$ cat config.mk
export PLATFORM = sky130hd
export DESIGN_NAME = state_ball
export DESIGN_NICKNAME = d
export VERILOG_FILES = /design/src/rtl/pong_pkg.sv /design/src/rtl/ball_next.sv /design/src/rtl/state_ball.sv
export SDC_FILE = /design/constraint.sdc
export NUM_CORES = 1
export LEC_CHECK = 0
export ABC_AREA = 1
export CORE_MARGIN = 1.5
export CORE_UTILIZATION = 40
export CTS_CLUSTER_SIZE = 16
export DETAILED_ROUTE_END_ITERATION = 10
export PLACE_DENSITY = 0.62
export SYNTH_ARGS = -nofsm -noshare
export SYNTH_HDL_FRONTEND = slang
export SYNTH_SLANG_ARGS = --single-unit
$ cat constraint.sdc
create_clock -name clk -period 3.7 [get_ports clk]
set_clock_uncertainty 0.2 [all_clocks]
set_input_delay 1.11 -clock clk [delete_from_list [all_inputs] [get_ports clk]]
set_output_delay 1.11 -clock clk [all_outputs]
set_load 0.02 [all_outputs]
$ cat src/rtl/pong_pkg.sv
// Shared encodings and default grid geometry for the pong ball/paddle blocks.
package pong_pkg;

    typedef enum logic [1:0] {
        ST_IDLE = 2'd0,
        ST_RUN  = 2'd1,
        ST_MISS = 2'd2
    } state_e;

    typedef enum logic {
        DX_POS = 1'b0,
        DX_NEG = 1'b1
    } dx_e;

    typedef enum logic {
        DY_DOWN = 1'b0,
        DY_UP   = 1'b1
    } dy_e;

    localparam int DEF_BIT_WIDTH = 3;
    localparam int DEF_ROW_BITS  = 3;
    localparam int DEF_SIZE      = 2;
    localparam int DEF_START_X   = 4;

endpackage

$ cat src/rtl/ball_next.sv
// One ball step: wall reflection, then paddle check against the reflected column.
module ball_next
    import pong_pkg::*;
#(
    parameter int BIT_WIDTH = DEF_BIT_WIDTH,
    parameter int ROW_BITS  = DEF_ROW_BITS,
    parameter int SIZE      = DEF_SIZE
) (
    input  logic [BIT_WIDTH-1:0] x_i,
    input  logic [ROW_BITS-1:0]  y_i,
    input  dx_e                  dx_i,
    input  dy_e                  dy_i,
    input  logic [BIT_WIDTH-1:0] paddle_left_i,
    output logic [BIT_WIDTH-1:0] x_n_o,
    output logic [ROW_BITS-1:0]  y_n_o,
    output dx_e                  dx_n_o,
    output dy_e                  dy_n_o,
    output logic                 hit_n_o,
    output logic                 miss_n_o
);

    localparam logic [BIT_WIDTH-1:0] MAX_X = '1;
    localparam logic [ROW_BITS-1:0]  MAX_Y = '1;

    logic [BIT_WIDTH:0] pad_lo, pad_hi, x_ext;
    logic               on_paddle;

    always_comb begin
        dx_n_o = dx_i;
        if (dx_i == DX_POS && x_i == MAX_X) begin
            dx_n_o = DX_NEG;
            x_n_o  = MAX_X - 1'b1;
        end else if (dx_i == DX_NEG && x_i == '0) begin
            dx_n_o = DX_POS;
            x_n_o  = BIT_WIDTH'(1);
        end else if (dx_i == DX_POS) begin
            x_n_o  = x_i + 1'b1;
        end else begin
            x_n_o  = x_i - 1'b1;
        end
    end

    // One extra bit so paddle_left+SIZE cannot wrap back into the grid.
    assign x_ext     = {1'b0, x_n_o};
    assign pad_lo    = {1'b0, paddle_left_i};
    assign pad_hi    = pad_lo + (BIT_WIDTH+1)'(SIZE);
    assign on_paddle = (x_ext >= pad_lo) && (x_ext <= pad_hi);

    always_comb begin
        dy_n_o   = dy_i;
        hit_n_o  = 1'b0;
        miss_n_o = 1'b0;
        if (dy_i == DY_UP && y_i == '0) begin
            dy_n_o = DY_DOWN;
            y_n_o  = ROW_BITS'(1);
        end else if (dy_i == DY_DOWN && y_i == MAX_Y - 1'b1) begin
            if (on_paddle) begin
                hit_n_o = 1'b1;
                dy_n_o  = DY_UP;
                y_n_o   = MAX_Y - ROW_BITS'(2);
            end else begin
                miss_n_o = 1'b1;
                y_n_o    = MAX_Y;
            end
        end else if (dy_i == DY_DOWN) begin
            y_n_o = y_i + 1'b1;
        end else begin
            y_n_o = y_i - 1'b1;
        end
    end

endmodule

$ cat src/rtl/state_ball.sv
// Ball FSM and position/score registers; step arithmetic lives in ball_next.
module state_ball
    import pong_pkg::*;
#(
    parameter int BIT_WIDTH = DEF_BIT_WIDTH,
    parameter int ROW_BITS  = DEF_ROW_BITS,
    parameter int SIZE      = DEF_SIZE,
    parameter int START_X   = DEF_START_X
) (
    input  logic                 clk,
    input  logic                 rst,
    input  logic                 en,
    input  logic                 tick,
    input  logic [BIT_WIDTH-1:0] paddle_left,
    output logic [BIT_WIDTH-1:0] ball_x,
    output logic [ROW_BITS-1:0]  ball_y,
    output logic                 hit,
    output logic                 miss,
    output logic [3:0]           score,
    output logic                 playing
);

    state_e               state_q, state_d;
    logic [BIT_WIDTH-1:0] x_q, x_d, x_n;
    logic [ROW_BITS-1:0]  y_q, y_d, y_n;
    dx_e                  dx_q, dx_d, dx_n;
    dy_e                  dy_q, dy_d, dy_n;
    logic [3:0]           score_q, score_d;
    logic                 hit_q, hit_d, miss_q, miss_d;
    logic                 hit_n, miss_n, step;

    ball_next #(
        .BIT_WIDTH(BIT_WIDTH),
        .ROW_BITS (ROW_BITS),
        .SIZE     (SIZE)
    ) u_next (
        .x_i          (x_q),
        .y_i          (y_q),
        .dx_i         (dx_q),
        .dy_i         (dy_q),
        .paddle_left_i(paddle_left),
        .x_n_o        (x_n),
        .y_n_o        (y_n),
        .dx_n_o       (dx_n),
        .dy_n_o       (dy_n),
        .hit_n_o      (hit_n),
        .miss_n_o     (miss_n)
    );

    assign step = (state_q == ST_RUN) && en && tick;

    always_ff @(posedge clk) begin
        if (rst) state_q <= ST_IDLE;
        else     state_q <= state_d;
    end

    always_comb begin
        state_d = state_q;
        case (state_q)
            ST_IDLE: if (en) state_d = ST_RUN;
            ST_RUN: begin
                if (!en)              state_d = ST_IDLE;
                else if (tick && miss_n) state_d = ST_MISS;
            end
            ST_MISS: if (!en) state_d = ST_IDLE;
            default: state_d = ST_IDLE;
        endcase
    end

    always_comb begin
        playing = (state_q == ST_RUN);
    end

    // IDLE and any drop of en re-serve the ball, so leaving RUN/MISS lands at the serve point.
    always_comb begin
        x_d     = x_q;
        y_d     = y_q;
        dx_d    = dx_q;
        dy_d    = dy_q;
        score_d = score_q;
        hit_d   = 1'b0;
        miss_d  = 1'b0;
        if (state_q == ST_IDLE || !en) begin
            x_d     = BIT_WIDTH'(START_X);
            y_d     = '0;
            dx_d    = DX_POS;
            dy_d    = DY_DOWN;
            score_d = '0;
        end else if (step) begin
            x_d    = x_n;
            y_d    = y_n;
            dx_d   = dx_n;
            dy_d   = dy_n;
            hit_d  = hit_n;
            miss_d = miss_n;
            if (hit_n && score_q != 4'hF) score_d = score_q + 4'd1;
        end
    end

    always_ff @(posedge clk) begin
        if (rst) begin
            x_q     <= BIT_WIDTH'(START_X);
            y_q     <= '0;
            dx_q    <= DX_POS;
            dy_q    <= DY_DOWN;
            score_q <= '0;
            hit_q   <= 1'b0;
            miss_q  <= 1'b0;
        end else begin
            x_q     <= x_d;
            y_q     <= y_d;
            dx_q    <= dx_d;
            dy_q    <= dy_d;
            score_q <= score_d;
            hit_q   <= hit_d;
            miss_q  <= miss_d;
        end
    end

    assign ball_x = x_q;
    assign ball_y = y_q;
    assign hit    = hit_q;
    assign miss   = miss_q;
    assign score  = score_q;

endmodule

[Yosys cells after proc, flatten, opt, wreduce, memory -nomap -nowiden]
Cells that the tools add are included.
Storage, ports and cells
  logic and storage cells: 73
  register bits after elaboration: 16
  input bits: 7
Operators by class
  eq/ne operators: 8
  add/subtract/negate cells: 6
  reductions and logical operators: 23
  $lt $le $gt $ge: 2
  multiplexer cells: 23
  bitwise operators: 3
Operators with widths (number)
  two-way mux 3 bit: 6
  two-way mux 1 bit: 11
  two-way mux 2 bit: 5
  logical AND 1 bit: 9
  adder 3 x 1 -> 3 bit (second input constant): 2
  equality test 3 bit (second input constant): 2
  zero test 3 bit: 2
  one-hot mux 2 bit (3 select lines): 1
  AND reduction 3 bit: 2
  nonzero test 2 bit: 3
  subtractor 3 x 1 -> 3 bit (second input constant): 2
  adder 3 x 2 -> 4 bit (second input constant): 1
  adder 4 x 1 -> 4 bit (second input constant): 1
  less-or-equal comparator 3 x 4 -> 1 bit: 1
  != test 2 bit (second input constant): 2
  != test 4 bit (second input constant): 1
  AND reduction 2 bit: 2
  greater-or-equal comparator 3 bit: 1
  != test 3 x 2 -> 1 bit (second input constant): 1
  NOT 1 bit: 3
  OR reduction 3 bit: 1
  equality test 2 x 1 -> 1 bit (second input constant): 1
  equality test 2 bit (second input constant): 1
  zero test 2 bit: 1
  other kinds (3): 3

[Longest topological paths before layout]
Gate-level depths: netlist of run 1.
  depth in word-level cells: 13
  mapped depth: 15

[By module]
Synthesis of run 1 repeated with hierarchy kept, for this count alone.
Unflattened totals
  cells, all modules: 151
  area, all modules: 1084.8 um^2
Modules (own cells, without submodules)
  state_ball: times used 1, cells each 85, area each 688.2 um^2
  ball_next: times used 1, cells each 66, area each 396.6 um^2

[Least setup slack after synthesis of run 1]
No wires, ideal clock.
  kind: input port to flip-flop
  start point: input paddle_left[1]
  end point: register score_q[0] (netlist: score[0])
  path buffers: 0
  library setup time: 0.113 ns
  cell stages on the path: 12
  data arrival time: 2.320 ns
  setup slack: 1.067 ns
  cell sequence: ha_1 > inv_1 > ha_1 > nand3b_1 > nand2_1 > inv_1 > nand2_1 > nand4_4 > nor2_4 > nand2_1 > nand2_1 > nor2_1
On the way
  word-level cells in the longest chain between the ends: 8
Ends and longest elaborated chain
  start, declared: line state_ball.sv:14  | input logic [BIT_WIDTH-1:0] paddle_left,
  adder 3 x 2 -> 4 bit: line ball_next.sv:46  | assign pad_hi = pad_lo + (BIT_WIDTH+1)'(SIZE);
  less-or-equal comparator 3 x 4 -> 1 bit: line ball_next.sv:47  | assign on_paddle = (x_ext >= pad_lo) && (x_ext <= pad_hi);
  logical AND 1 bit *: line ball_next.sv:47
  two-way mux 1 bit *: line ball_next.sv:57  | if (on_paddle) begin
  two-way mux 1 bit *: line ball_next.sv:56  | end else if (dy_i == DY_DOWN && y_i == MAX_Y - 1'b1) begin
  two-way mux 1 bit *: line ball_next.sv:53  | if (dy_i == DY_UP && y_i == '0) begin
  logical AND 1 bit *: line state_ball.sv:96  | if (hit_n && score_q != 4'hF) score_d = score_q + 4'd1;
  AND reduction 2 bit (no line) *
  end signal, assigned: line state_ball.sv:114  | score_q <= score_d;
  end, declared: line state_ball.sv:28  | logic [3:0] score_q, score_d;
Mark *: on every way between the ends. The rest lies on a longest branch, timed or not.
A chain may end at the register's enable or synchronous reset.

[Worst setup path after layout of run 1]
  start point: input paddle_left[1]
  end point: register score_q[1] (netlist: score[1])
The elaborated chain is that of the path after synthesis.

==> implementation parameters, run 1 <==
Parameter                              Value

Drt
  Final ANT Viol Nets    0
  Vias    between 900 and 1000
  First-iteration detailed-routing DRC count    12
  Wire per inst    around 11 um
  Post-route DRC    0
  Routed vias/inst    about 5.0
  First-pass iteration count of the detailed router    4
  Total length of routed wires    2120 um

Synth
  Synth area leaders    sky130_fd_sc_hd__dfxtp_1 (31%), sky130_fd_sc_hd__ha_1 (8.6%), sky130_fd_sc_hd__inv_1 (8.4%), sky130_fd_sc_hd__nand2_1 (8.4%), sky130_fd_sc_hd__a21oi_1 (5.4%)
  Net count after synthesis    about 150
  Flip-flop and latch count after synthesis    16
  Post-synthesis cell type with the largest combined area    sky130_fd_sc_hd__dfxtp_1
  Gate count after technology mapping    136
  Post-synth top area share    0.313
  Register area share after synthesis    0.313
  Synth unique cells    26
  Cell Area, Synth    around 1000 um2
  Avg Inst Size Synth    between 7 and 8 um2
  Total number of yosys warnings    0

Clocking
  Setup Buffers After CTS    0
  Clock tree from TritonCTS    done
  Clock transition at the register clock pins on the worst setup and hold paths after CTS    0.09 ns
  Clock sink count    16
  Clock latency on the worst-skew pair    approximately 0.29 ns
  Number of H-tree levels    1
  Quantity of gates resized following cts    0
  Hold_buf cts    0
  CTS max path bufs    2
  CTS buffer count    3
  Clock tree root buffer cell    sky130_fd_sc_hd__clkbuf_4

Placement
  Final weighted congestion in routability-driven placement    a little over 0.8
  Port Buf Inserts    19
  HPWL after detailed placement    roughly 1700 um
  Pre-CTS setup slack    approximately 0.45 ns

Setup path
  Startpoint types    input pin
  Top fanout value on the critical path    5
  CP required    between 3 and 4 ns
  Data arrival time of the critical path    2.93 ns
  Sort of element at the end of the critical path    flop
  Category of the critical setup timing path    input pin to flop

STA
  Ratio of final minimum period to clock period    0.793
  Final Hold Slack    0.313 ns
  Maximum clock rate    between 300 and 400 MHz
  Relative slew slack    0.704
  Minimum clock period after layout    2.94 ns
  Final count of hold timing violations    0
  Pin slew with the least headroom to its limit    between 0.4 and 0.5 ns
  Final WS setup    approximately 0.76 ns
  Setup TNS    0 ns
  Setup repair after global routing missed its margin    no
  Final number of setup-violating endpoints    0
  Number of slew-limit violations in the final report    0

Die
  Number of rows created at floorplan    18
  Core area    ~2500 um2
  Die Span Y    approximately 54 um
  Number of top-level pins    20
  Horizontal die dimension    53.6 um
  Full die area    2870 um2
  Initial cell density of the core    0.416

Flow run
  Max-cap viol count    0

Cells and area
  Post-layout nets    roughly 180
  Filler Cells Inserted    between 200 and 250
  Fraction of final layout cells sized beyond drive strength 1    0.108
  Ant diodes    0
  Area growth from synthesis to layout    25.5%

Pwr
  Final Power    ~0.00033 W
  Pwr dens    256 nW/um2
  Leakage power summed over all cells    ~0.52 nW
  Worst-case vdd ir drop    0.253 mV

Global route
  Maximum number of pins on one net before global-route repair    10
  Initial antenna violation count    0
  First-pass GRT wire length    3510 um
  Remaining global-route overflow    0
  Vias in the first global route    828
  GRT Util Overall    0.168

Status
  Status    finished, final reports clean

Hold path
  Class of the most critical hold timing path    flop to flop
## report_power, final
group,switching (W),total [W],internal [W]
sequential,0.000000702,0.000174,0.000173
clock,0.0000579,0.000118,0.0000600
combinational,0.0000209,0.0000363,0.0000154
total,0.0000795,0.000328,0.000248
## worst max-delay path: stages
cell and delay [ns]:
sky130_fd_sc_hd__clkdlybuf4s50_1 0.45, sky130_fd_sc_hd__ha_1 0.29, sky130_fd_sc_hd__inv_1 0.03, sky130_fd_sc_hd__ha_1 0.29, sky130_fd_sc_hd__nand3b_1 0.08, sky130_fd_sc_hd__nand2_1 0.06
sky130_fd_sc_hd__inv_1 0.03, sky130_fd_sc_hd__nand2_1 0.13, sky130_fd_sc_hd__nand4_4 0.13, sky130_fd_sc_hd__nor2_4 0.16, sky130_fd_sc_hd__nand2_1 0.07, sky130_fd_sc_hd__nand2_1 0.06
sky130_fd_sc_hd__nor2_1 0.03
## cells by family after synthesis
group,count (synthesis),synth area share
buf+inv,28,0.105
xor+xnor,3,0.0257
compound gates,23,0.120
flops,16,0.313
fa+ha+maj,9,0.125
simple gates,57,0.311
## sequential cells by signal, summed over array words and instances, names as in the netlist
name / flops
miss: 1
score: 4
ball_y: 3
ball_x: 3
dy_q: 1
hit: 1
dx_q: 1
state_q: 2
## cell type report
cell class / count / area (um2) / share of cell area
Multi-Input combinational cell: 92 / 594 / 0.463
Sequential cell: 16 / 320 / 0.250
Timing Repair Buffer: 19 / 190 / 0.148
Inverter: 27 / 104 / 0.0810
Tap cell: 30 / 37.5 / 0.0293
Clock buffer: 4 / 36.3 / 0.0283
## cells in the final DEF (no fill, tap or decap)
master / count
sky130_fd_sc_hd__a21oi_1: 11
sky130_fd_sc_hd__clkbuf_4: 3
sky130_fd_sc_hd__clkbuf_8: 1
sky130_fd_sc_hd__clkdlybuf4s50_1: 19
sky130_fd_sc_hd__dfxtp_1: 16
sky130_fd_sc_hd__fa_1: 2
sky130_fd_sc_hd__ha_1: 7
sky130_fd_sc_hd__inv_1: 23
sky130_fd_sc_hd__inv_2: 3
sky130_fd_sc_hd__inv_4: 1
sky130_fd_sc_hd__nand2_1: 23
sky130_fd_sc_hd__nand2_4: 1
sky130_fd_sc_hd__nand3_1: 11
sky130_fd_sc_hd__nand3b_1: 2
sky130_fd_sc_hd__nand4_1: 1
sky130_fd_sc_hd__nand4_4: 1
sky130_fd_sc_hd__nor2_1: 9
sky130_fd_sc_hd__nor2_2: 3
sky130_fd_sc_hd__nor2_4: 2
sky130_fd_sc_hd__nor2_8: 1
sky130_fd_sc_hd__nor3_1: 1
sky130_fd_sc_hd__nor3_4: 1
sky130_fd_sc_hd__nor4_1: 1
sky130_fd_sc_hd__o211ai_1: 3
sky130_fd_sc_hd__o21ai_0: 8
sky130_fd_sc_hd__o21ai_1: 1
sky130_fd_sc_hd__xnor2_1: 2
sky130_fd_sc_hd__xor2_1: 1
## path summary, 6_finish.rpt
path | startpoint | endpoint | slack (ns) | cells after the start
worst max-delay path | paddle_left[1] | score[1] | 0.76 | 13
worst min register to register | state_q[0] | state_q[0] | 0.31 | 3
worst min-delay path | state_q[0] | state_q[0] | 0.31 | 3
worst max register to register | ball_x[0] | state_q[1] | 0.96 | 9
## metal layers
metal	vias to the layer above	GRT usage	share of wire
met2	17	0.276	0.49
li1	483	-	-
met4	0	0.0513	0.0094
met3	2	0.0333	0.030
met1	429	0.221	0.47
met5	-	0	0
## through the flow
step | instances | area, um2 | utilization
floorplan | 136 | 1020 | -
global placement | 184 | 1250 | 0.508
detailed placement | 184 | 1250 | 0.508
CTS | 188 | 1280 | 0.522
global route | 188 | 1280 | 0.522
finish | 188 | 1280 | 0.522
## cells in the mapped netlist
master / number
sky130_fd_sc_hd__nor2_8: 1
sky130_fd_sc_hd__xor2_1: 1
sky130_fd_sc_hd__o21ai_0: 8
sky130_fd_sc_hd__a21oi_1: 11
sky130_fd_sc_hd__nand3_1: 11
sky130_fd_sc_hd__nor2_4: 2
sky130_fd_sc_hd__dfxtp_1: 16
sky130_fd_sc_hd__nor2_2: 3
sky130_fd_sc_hd__nor3_4: 1
sky130_fd_sc_hd__o21ai_1: 1
sky130_fd_sc_hd__inv_2: 3
sky130_fd_sc_hd__ha_1: 7
sky130_fd_sc_hd__fa_1: 2
sky130_fd_sc_hd__nand3b_1: 2
sky130_fd_sc_hd__nor2_1: 9
sky130_fd_sc_hd__inv_4: 1
sky130_fd_sc_hd__nand2_1: 23
sky130_fd_sc_hd__nor4_1: 1
sky130_fd_sc_hd__nand2_4: 1
sky130_fd_sc_hd__nand4_4: 1
sky130_fd_sc_hd__nand4_1: 1
sky130_fd_sc_hd__o211ai_1: 3
sky130_fd_sc_hd__inv_1: 23
sky130_fd_sc_hd__clkbuf_1: 1
sky130_fd_sc_hd__nor3_1: 1
sky130_fd_sc_hd__xnor2_1: 2
Note: power is estimated with default switching activity, not from simulation.
==> run 2: changes to the inputs <==
--- a/config.mk
+++ b/config.mk
@@ -10,7 +10,7 @@
 export CORE_UTILIZATION = 40
 export CTS_CLUSTER_SIZE = 16
 export DETAILED_ROUTE_END_ITERATION = 10
-export PLACE_DENSITY = 0.62
+export PLACE_DENSITY = 0.65
 export SYNTH_ARGS = -nofsm -noshare
 export SYNTH_HDL_FRONTEND = slang
 export SYNTH_SLANG_ARGS = --single-unit
==> constraint.sdc (replaced) <==
create_clock -name clk -period 2.55 [get_ports clk]
set_clock_uncertainty 0.2 [all_clocks]
set_input_delay 0.765 -clock clk [delete_from_list [all_inputs] [get_ports clk]]
set_output_delay 0.765 -clock clk [all_outputs]
set_load 0.02 [all_outputs]
==> implementation parameters, run 2 (same netlist as run 1, synthesis figures left out) <==
Parameter                              Value

Pwr
  Worst-case vdd ir drop    0.243 mV (-4.1%)
  Final Power    0.000489 W (+49%)
  Pwr dens    342 nW/um2 (+34%)
  Leakage power summed over all cells    0.582 nW (+12%)

Hold path
  Class of the most critical hold timing path    flop to flop
  Hold Path Origin    ball_y[0]

Global route
  Vias in the first global route    904 (+9.2%)
  Remaining global-route overflow    0 (unchanged)
  Initial antenna violation count    0 (unchanged)
  Maximum number of pins on one net before global-route repair    10 (unchanged)
  First-pass GRT wire length    3890 um (+11%)
  GRT Util Overall    0.185 (+0.0177)

Die
  Number of rows created at floorplan    18 (unchanged)
  Full die area    2870 um2 (unchanged)
  Die Span Y    53.6 um (unchanged)
  Number of top-level pins    20 (unchanged)
  Core area    2450 um2 (unchanged)
  Horizontal die dimension    53.6 um (unchanged)
  Initial cell density of the core    0.416 (unchanged)

Cells and area
  Filler Cells Inserted    227 (-5.4%)
  Post-route non-filler standard cell count    199 (+5.9%)
  Post-layout nets    186 (+6.3%)
  Flip-flop count of the largest register, all copies and words added    4 (unchanged)
  Ant diodes    0 (unchanged)
  Commonest non-fill, non-tap cell in the layout    sky130_fd_sc_hd__inv_1
  Storage cell area    323 um2 (+0.78%)
  Fraction of final layout cells sized beyond drive strength 1    0.243 (+0.135)
  Area occupied by multi-input gates    654 um2 (+10%)
  Area growth from synthesis to layout    40.0%
  Most frequent cells in the layout    sky130_fd_sc_hd__inv_1 (23), sky130_fd_sc_hd__nand2_1 (22), sky130_fd_sc_hd__clkdlybuf4s50_1 (19)

Setup path
  Setup crit start    ball_x[0]
  Top fanout value on the critical path    3 (-2)
  CP required    2.54 ns (-1.16 ns)
  Startpoint types    flop
  Category of the critical setup timing path    flop to flop
  Sort of element at the end of the critical path    flop
  Launching point of the worst reg2reg path    ball_x[0]
  Data arrival time of the critical path    2.58 ns (-0.35 ns)

Clocking
  Number of H-tree levels    1 (unchanged)
  Hold_buf cts    0 (unchanged)
  CTS buffer count    3 (unchanged)
  Clock sink count    16 (unchanged)
  Clock tree root buffer cell    sky130_fd_sc_hd__clkbuf_4
  Clock tree from TritonCTS    done
  CTS max path bufs    2 (unchanged)
  Clock transition at the register clock pins on the worst setup and hold paths after CTS    0.10 ns (about the same)
  Clock latency on the worst-skew pair    0.29 ns (about the same)

STA
  Pin slew with the least headroom to its limit    0.477 ns (+0.0342 ns)
  Minimum clock period after layout    2.59 ns
  Final WS setup    -0.0415 ns (-0.806 ns)
  Number of slew-limit violations in the final report    0 (unchanged)
  Maximum clock rate    386 MHz
  Final number of setup-violating endpoints    5 (+5)
  Setup repair after global routing missed its margin    yes
  Ratio of final minimum period to clock period    1.02
  Final count of hold timing violations    0 (unchanged)
  Relative slew slack    0.679 (-0.0248)

Drt
  Final ANT Viol Nets    0 (unchanged)
  First-pass iteration count of the detailed router    4 (unchanged)
  Vias    986 (+5.9%)
  First-iteration detailed-routing DRC count    20 (+8)
  Routed vias/inst    4.95 (about the same)
  Wire per inst    11.5 um (+2.0%)
  Total length of routed wires    2290 um (+8.0%)
  Post-route DRC    0 (unchanged)

Placement
  Final weighted congestion in routability-driven placement    0.832 (+1.7%)
  Port Buf Inserts    19 (unchanged)
  Instance count after placement with tap cells included    191 (+3.8%)
  HPWL after detailed placement    1650 um (-1.4%)

Flow run
  Max-cap viol count    0 (unchanged)

Status
  Violated checks    negative setup slack
  Status    complete, but fails checks
-- run 2: cell types whose count changed in the layout (fill, tap and decap cells not counted), sizes merged --
| cell | delta |
|---|---|
| buf | +11 |
-- run 2: layer usage --
layer	wire length, um	vias up	global-route usage
li1	-	508	-
met1	1090	458	0.239
met2	1100	18	0.311
met3	75	2	0.0333
met4	17	0	0.0641
met5	0	-	0
-- run 2: power by group --
part           internal (W)  switching (W)  total (W)
Sequential         0.000251     0.00000101   0.000252
Combinational     0.0000276      0.0000353  0.0000630
Clock             0.0000870      0.0000877   0.000175
-- run 2: worst max-delay path, stage by stage (launching register included) --
cell                       delay [ns]
sky130_fd_sc_hd__dfxtp_2         0.35
sky130_fd_sc_hd__fa_2            0.40
sky130_fd_sc_hd__xnor2_2         0.15
sky130_fd_sc_hd__o211ai_1        0.26
sky130_fd_sc_hd__ha_1            0.32
sky130_fd_sc_hd__a21oi_2         0.17
sky130_fd_sc_hd__nand3_2         0.12
sky130_fd_sc_hd__buf_4           0.16
sky130_fd_sc_hd__nand4_4         0.11
sky130_fd_sc_hd__buf_4           0.12
sky130_fd_sc_hd__buf_6           0.08
sky130_fd_sc_hd__a21oi_2         0.04
-- run 2: what timing repair did --
action / 4_1_cts / 5_1_grt
setup buffers: 3 / 1
resized for setup: 8 / 7
pin swaps: 7 / 6
setup endpoints to repair: 8 / 10
-- run 2: per-stage QoR --
| stage | instance area, um2 | hold WS, ns | worst slack, ns | utilization | setup TNS [ns] |
|---|---|---|---|---|---|
| floorplan | 1020 | 0.266 | 0.0556 | - | 0 |
| global placement | 1300 | 0.278 | -0.288 | 0.529 | -2.44 |
| detailed placement | 1300 | 0.284 | -0.358 | 0.529 | -2.90 |
| CTS | 1400 | 0.312 | 0.00731 | 0.568 | 0 |
| global route | 1430 | 0.338 | -0.173 | 0.583 | -1.19 |
| finish | 1430 | 0.309 | -0.0415 | 0.583 | -0.0892 |
-- run 2: path summary, 6_finish.rpt --
check | to | slack (ns) | depth (start not counted)
max | dy_q | -0.04 | 11
min | ball_y[0] | 0.31 | 1
max reg2reg | dy_q | -0.04 | 11
min reg2reg | ball_y[0] | 0.31 | 1
-- run 2: cell type report --
cell class,count,share of cell area
flip-flops and latches,16,0.226
well taps,30,0.0262
inverters,27,0.0726
repair buffers,30,0.193
clock buffers,4,0.0253
multi-input cells,92,0.457
==> run 3: changes to the inputs <==
--- a/config.mk
+++ b/config.mk
@@ -11,6 +11,8 @@
 export CTS_CLUSTER_SIZE = 16
 export DETAILED_ROUTE_END_ITERATION = 10
 export PLACE_DENSITY = 0.65
+export REMOVE_ABC_BUFFERS = 1
+export SLEW_MARGIN = 40
 export SYNTH_ARGS = -nofsm -noshare
 export SYNTH_HDL_FRONTEND = slang
 export SYNTH_SLANG_ARGS = --single-unit
==> implementation parameters, run 3 (same netlist as run 1, synthesis figures left out) <==
Parameter                              Value

Status
  Status    complete, but fails checks
  Violated checks    negative setup slack

Drt
  Final ANT Viol Nets    0 (unchanged)
  First-iteration detailed-routing DRC count    7 (-65%)
  Routed vias/inst    4.86 (-1.9%)
  Post-route DRC    0 (unchanged)
  Wire per inst    10.9 um (-5.3%)
  Vias    953 (-3.3%)
  First-pass iteration count of the detailed router    4 (unchanged)
  Total length of routed wires    2140 um (-6.7%)

Die
  Core area    2450 um2 (unchanged)
  Full die area    2870 um2 (unchanged)
  Horizontal die dimension    53.6 um (unchanged)
  Initial cell density of the core    0.416 (unchanged)
  Die Span Y    53.6 um (unchanged)
  Number of rows created at floorplan    18 (unchanged)
  Number of top-level pins    20 (unchanged)

Clocking
  Number of H-tree levels    1 (unchanged)
  CTS max path bufs    2 (unchanged)
  Clock tree from TritonCTS    done
  CTS buffer count    3 (unchanged)
  Clock latency on the worst-skew pair    0.29 ns (about the same)
  Clock transition at the register clock pins on the worst setup and hold paths after CTS    0.09 ns (about the same)
  Clock tree root buffer cell    sky130_fd_sc_hd__clkbuf_4
  Clock sink count    16 (unchanged)
  Hold_buf cts    0 (unchanged)

Setup path
  Top fanout value on the critical path    5 (+2)
  FF-to-FF setup slack    0.03 ns (+0.07 ns)
  Category of the critical setup timing path    input pin to flop
  Data arrival time of the critical path    2.56 ns (-0.02 ns)
  Startpoint types    input pin
  CP required    2.54 ns (about the same)
  Sort of element at the end of the critical path    flop

STA
  Pin slew with the least headroom to its limit    0.435 ns (-0.0415 ns)
  Final WS setup    -0.0226 ns (+0.0189 ns)
  Setup repair after global routing missed its margin    yes
  Ratio of final minimum period to clock period    1.01 (-0.00739)
  Final count of hold timing violations    0 (unchanged)
  Final number of setup-violating endpoints    3 (-2)
  Maximum clock rate    389 MHz (+0.73%)
  Setup TNS    -0.0635 ns (+0.0257 ns)
  Number of slew-limit violations in the final report    0 (unchanged)
  Minimum clock period after layout    2.57 ns (-0.0189 ns)
  Relative slew slack    0.707 (+0.0279)

Cells and area
  Ant diodes    0 (unchanged)
  Most frequent cells in the layout    sky130_fd_sc_hd__inv_1 (23), sky130_fd_sc_hd__nand2_1 (22), sky130_fd_sc_hd__clkdlybuf4s50_1 (19)
  Flip-flop count of the largest register, all copies and words added    4 (unchanged)
  Fraction of final layout cells sized beyond drive strength 1    0.241 (-0.00164)
  Commonest non-fill, non-tap cell in the layout    sky130_fd_sc_hd__inv_1
  Post-layout nets    183 (-1.6%)
  Area growth from synthesis to layout    39.0%

Placement
  Port Buf Inserts    19 (unchanged)
  HPWL after detailed placement    1640 um (-0.61%)
  Final weighted congestion in routability-driven placement    0.857 (+3.0%)

Hold path
  Class of the most critical hold timing path    flop to flop

Global route
  First-pass GRT wire length    3720 um (-4.4%)
  Maximum number of pins on one net before global-route repair    10 (unchanged)
  GRT Util Overall    0.177 (-0.00864)
  Initial antenna violation count    0 (unchanged)
  Remaining global-route overflow    0 (unchanged)
  Vias in the first global route    874 (-3.3%)

Flow run
  Max-cap viol count    0 (unchanged)

Pwr
  Leakage power summed over all cells    0.569 nW (-2.2%)
  Final Power    0.000482 W (-1.6%)
  Worst-case vdd ir drop    0.406 mV (+67%)
  Pwr dens    339 nW/um2 (-0.91%)
-- run 3: path summary, 6_finish.rpt --
check | start | to | cells after the start
max | paddle_left[1] | score[2] | 13
min | state_q[0] | state_q[0] | 3
max reg2reg | dx_q | score[2] | 15
min reg2reg | state_q[0] | state_q[0] | 3
-- run 3: repair_timing --
item,4_1_cts,5_1_grt
gates cloned,0,0
pin swaps,2,10
setup buffers,1,0
setup endpoints to repair,8,10
gates resized for setup,4,13
-- run 3: routing by layer --
metal	wire, um	GRT usage	share of wire
met1	1030	0.246	0.48
met2	1010	0.272	0.47
met3	84	0.0583	0.039
met4	10	0.0256	0.0047
met5	0	0	0
-- run 3: area by class of cell --
cell class	count	area [um2]
Timing Repair Buffer	27	254
Clock buffer	4	36.3
Multi-Input combinational cell	92	667
Inverter	27	104
Fill cell	225	1030
Tap cell	30	37.5
Sequential cell	16	323
-- run 3: worst max-delay path, stage by stage --
cell	delay [ns]
sky130_fd_sc_hd__clkdlybuf4s50_1	0.45
sky130_fd_sc_hd__ha_1	0.30
sky130_fd_sc_hd__inv_1	0.06
sky130_fd_sc_hd__ha_4	0.26
sky130_fd_sc_hd__nand3b_1	0.07
sky130_fd_sc_hd__nand2_1	0.06
sky130_fd_sc_hd__inv_1	0.04
sky130_fd_sc_hd__nand2_2	0.10
sky130_fd_sc_hd__nand4_4	0.11
sky130_fd_sc_hd__nor2_4	0.18
sky130_fd_sc_hd__nand2_1	0.07
sky130_fd_sc_hd__nand2_1	0.05
sky130_fd_sc_hd__nor2_1	0.03
-- run 3: report_power, final --
part	switching, W	internal (W)
Sequential	0.000000913	0.000251
Clock	0.0000804	0.0000869
Combinational	0.0000348	0.0000278
Total	0.000116	0.000365
-- run 3: through the flow --
step / hold WS, ns / cell area, um2 / worst slack [ns] / utilization / std cells
final: 0.304 / 1420 / -0.0226 / 0.579 / 196
after global routing: 0.339 / 1420 / -0.170 / 0.579 / 196
after CTS: 0.312 / 1360 / -0.0231 / 0.554 / 196
after detailed placement: 0.281 / 1300 / -0.341 / 0.529 / 191
after global placement: 0.277 / 1300 / -0.281 / 0.529 / 191
after floorplan: 0.266 / 1020 / 0.0515 / - / 135
==> RTL edit, RTL diff (config.mk and constraints of run 2) <==
Remove the register `miss_q`: a continuous assignment takes its place, so the output `miss` follows one clock earlier.
--- a/src/rtl/state_ball.sv
+++ b/src/rtl/state_ball.sv
@@ -105,7 +105,6 @@
             dy_q    <= DY_DOWN;
             score_q <= '0;
             hit_q   <= 1'b0;
-            miss_q  <= 1'b0;
         end else begin
             x_q     <= x_d;
             y_q     <= y_d;
@@ -113,9 +112,10 @@
             dy_q    <= dy_d;
             score_q <= score_d;
             hit_q   <= hit_d;
-            miss_q  <= miss_d;
         end
     end
+
+    assign miss_q = miss_d;
 
     assign ball_x = x_q;
     assign ball_y = y_q;
Function: changed (a bounded check fails within 10 cycles, from zero or initial values and one cycle with rst high).
==> RTL edit against run 2 <==
- the flow still finishes with violations (setup timing)
- area after synthesis increased by 0.24%
- worst setup slack worse by 0.83 ns
- count of clock-buffer cells in the layout down 1
- wire length shrank 1.6%
- final area increased by 2.4%
- power down 9.5%
- sequential power down 7%
- first-iteration DRC count decreased by 75%
- sequential cell count is 1 lower
- via count grew 2.7%
- fmax shrank 24%
- highest routed layer unchanged
==> RTL edit: results (changes against run 2) <==
- Hold_ws: 0.315 ns (+0.00555 ns)
- Synth area leaders: dfxtp_1 29%, ha_1 8.5%, nand2_1 8.4%
- Synth Area in XOR/XNOR: 3.42% (+0.85 points)
- Cell variety after synth: 28 (+7.7%)
- Final nets: 193 (+3.8%)
- Register area share after synthesis: 29.3% (-2.0 points)
- Non-clk buf share: 23.1% (+3.8 points)
- Net Count, Synth: 151 (-0.66%)
- Max_slew headroom: 75.4% (+7.5 points)
- Die Footprint: 2870 µm² (+0.24%)
- Overall routing resource usage: 16.8% (-1.8 points)
- Total negative setup slack: -0.937 ns (-0.848 ns)
- Compound-Gate Fraction of Synth Area: 12.0% (-0.029 points)
- Signal inverters: 26 (-3.7%)
- Clk sink count: 15 (-1)
- Syn Area/Cell: 7.59 µm² (+0.99%)
- Number of DRC markers in iteration 0: 5 (-75%)
- DR pass1 iterations: 3 (-1)
- Largest net degree at the start of global routing: 13 (+3)
- Worst endpoint data arrival time: 2.45 ns (-0.13 ns)
- Clk tree area frac: 1.88% (-0.66 points)
- Placed insts: 201 (+5.2%)
- Static leakage: 0.665 nW (+14%)
- Share of layout cells above drive strength 1: 31.8% (+7.6 points)
- PnR Total Power: 443 µW (-9.5%)
- Failing checks: setup timing
- Repair and plain buffers: 39 (+30%)
- Clk pwr: 139 µW (-21%)
- Fillers: 252 (+11%)
- Hold Path Stages: 2 (+1)
- Multi-input logic portion of the cell area: 44.7% (-1.0 points)
- Setup Slack @ Placement: -1.36 ns (-1.00 ns)
- Power Dens Cells: 302 nW/µm² (-12%)
- Status: complete, but fails checks
- R2R Setup Slk: -0.07 ns (-0.03 ns)
- Endpoints failing setup: 2 (-3)
- Fin worst setup slack: -0.869 ns (-0.828 ns)
- DP Area: 1410 µm² (+8.4%)
- Cts repair resizes: 7 (-1)
- Final cell count without fillers: 206 (+3.5%)
- Gpl congestion: 0.781 (-6.2%)
- Vias: 1,013 (+2.7%)
- Combinational power: 70.1 µW (+11%)
## RTL edit: cell count changes in the layout (fill, tap and decap cells not counted), sizes merged, moves of 2 or more
| cell | change |
|---|---|
| a21oi | +3 |
| nand3 | -2 |
| nor2 | -6 |
| o211ai | -2 |
| clkdlybuf4s50 | -3 |
| buf | +10 |
| nand4 | +3 |
| dlygate4sd2 | +2 |
## RTL edit: path summary, 6_finish.rpt
check / startpoint / endpoint
worst min register to register: score[3]$_SDFFE_PP0P_ / score[3]$_SDFFE_PP0P_
worst min-delay path: score[3]$_SDFFE_PP0P_ / score[3]$_SDFFE_PP0P_
worst max register to register: ball_x[0]$_SDFFE_PP0P_ / state_q[1]$_SDFFE_PP0P_
worst max-delay path: ball_x[0]$_SDFFE_PP0P_ / miss
## RTL edit: metal layers
layer  up-vias  GRT usage (%)  wire (µm)
li1        524              -          -
met1       468           19.7       1040
met2        16           29.8       1120
met3         5           2.50         68
met4         0           7.69         35
met5         -              0          0
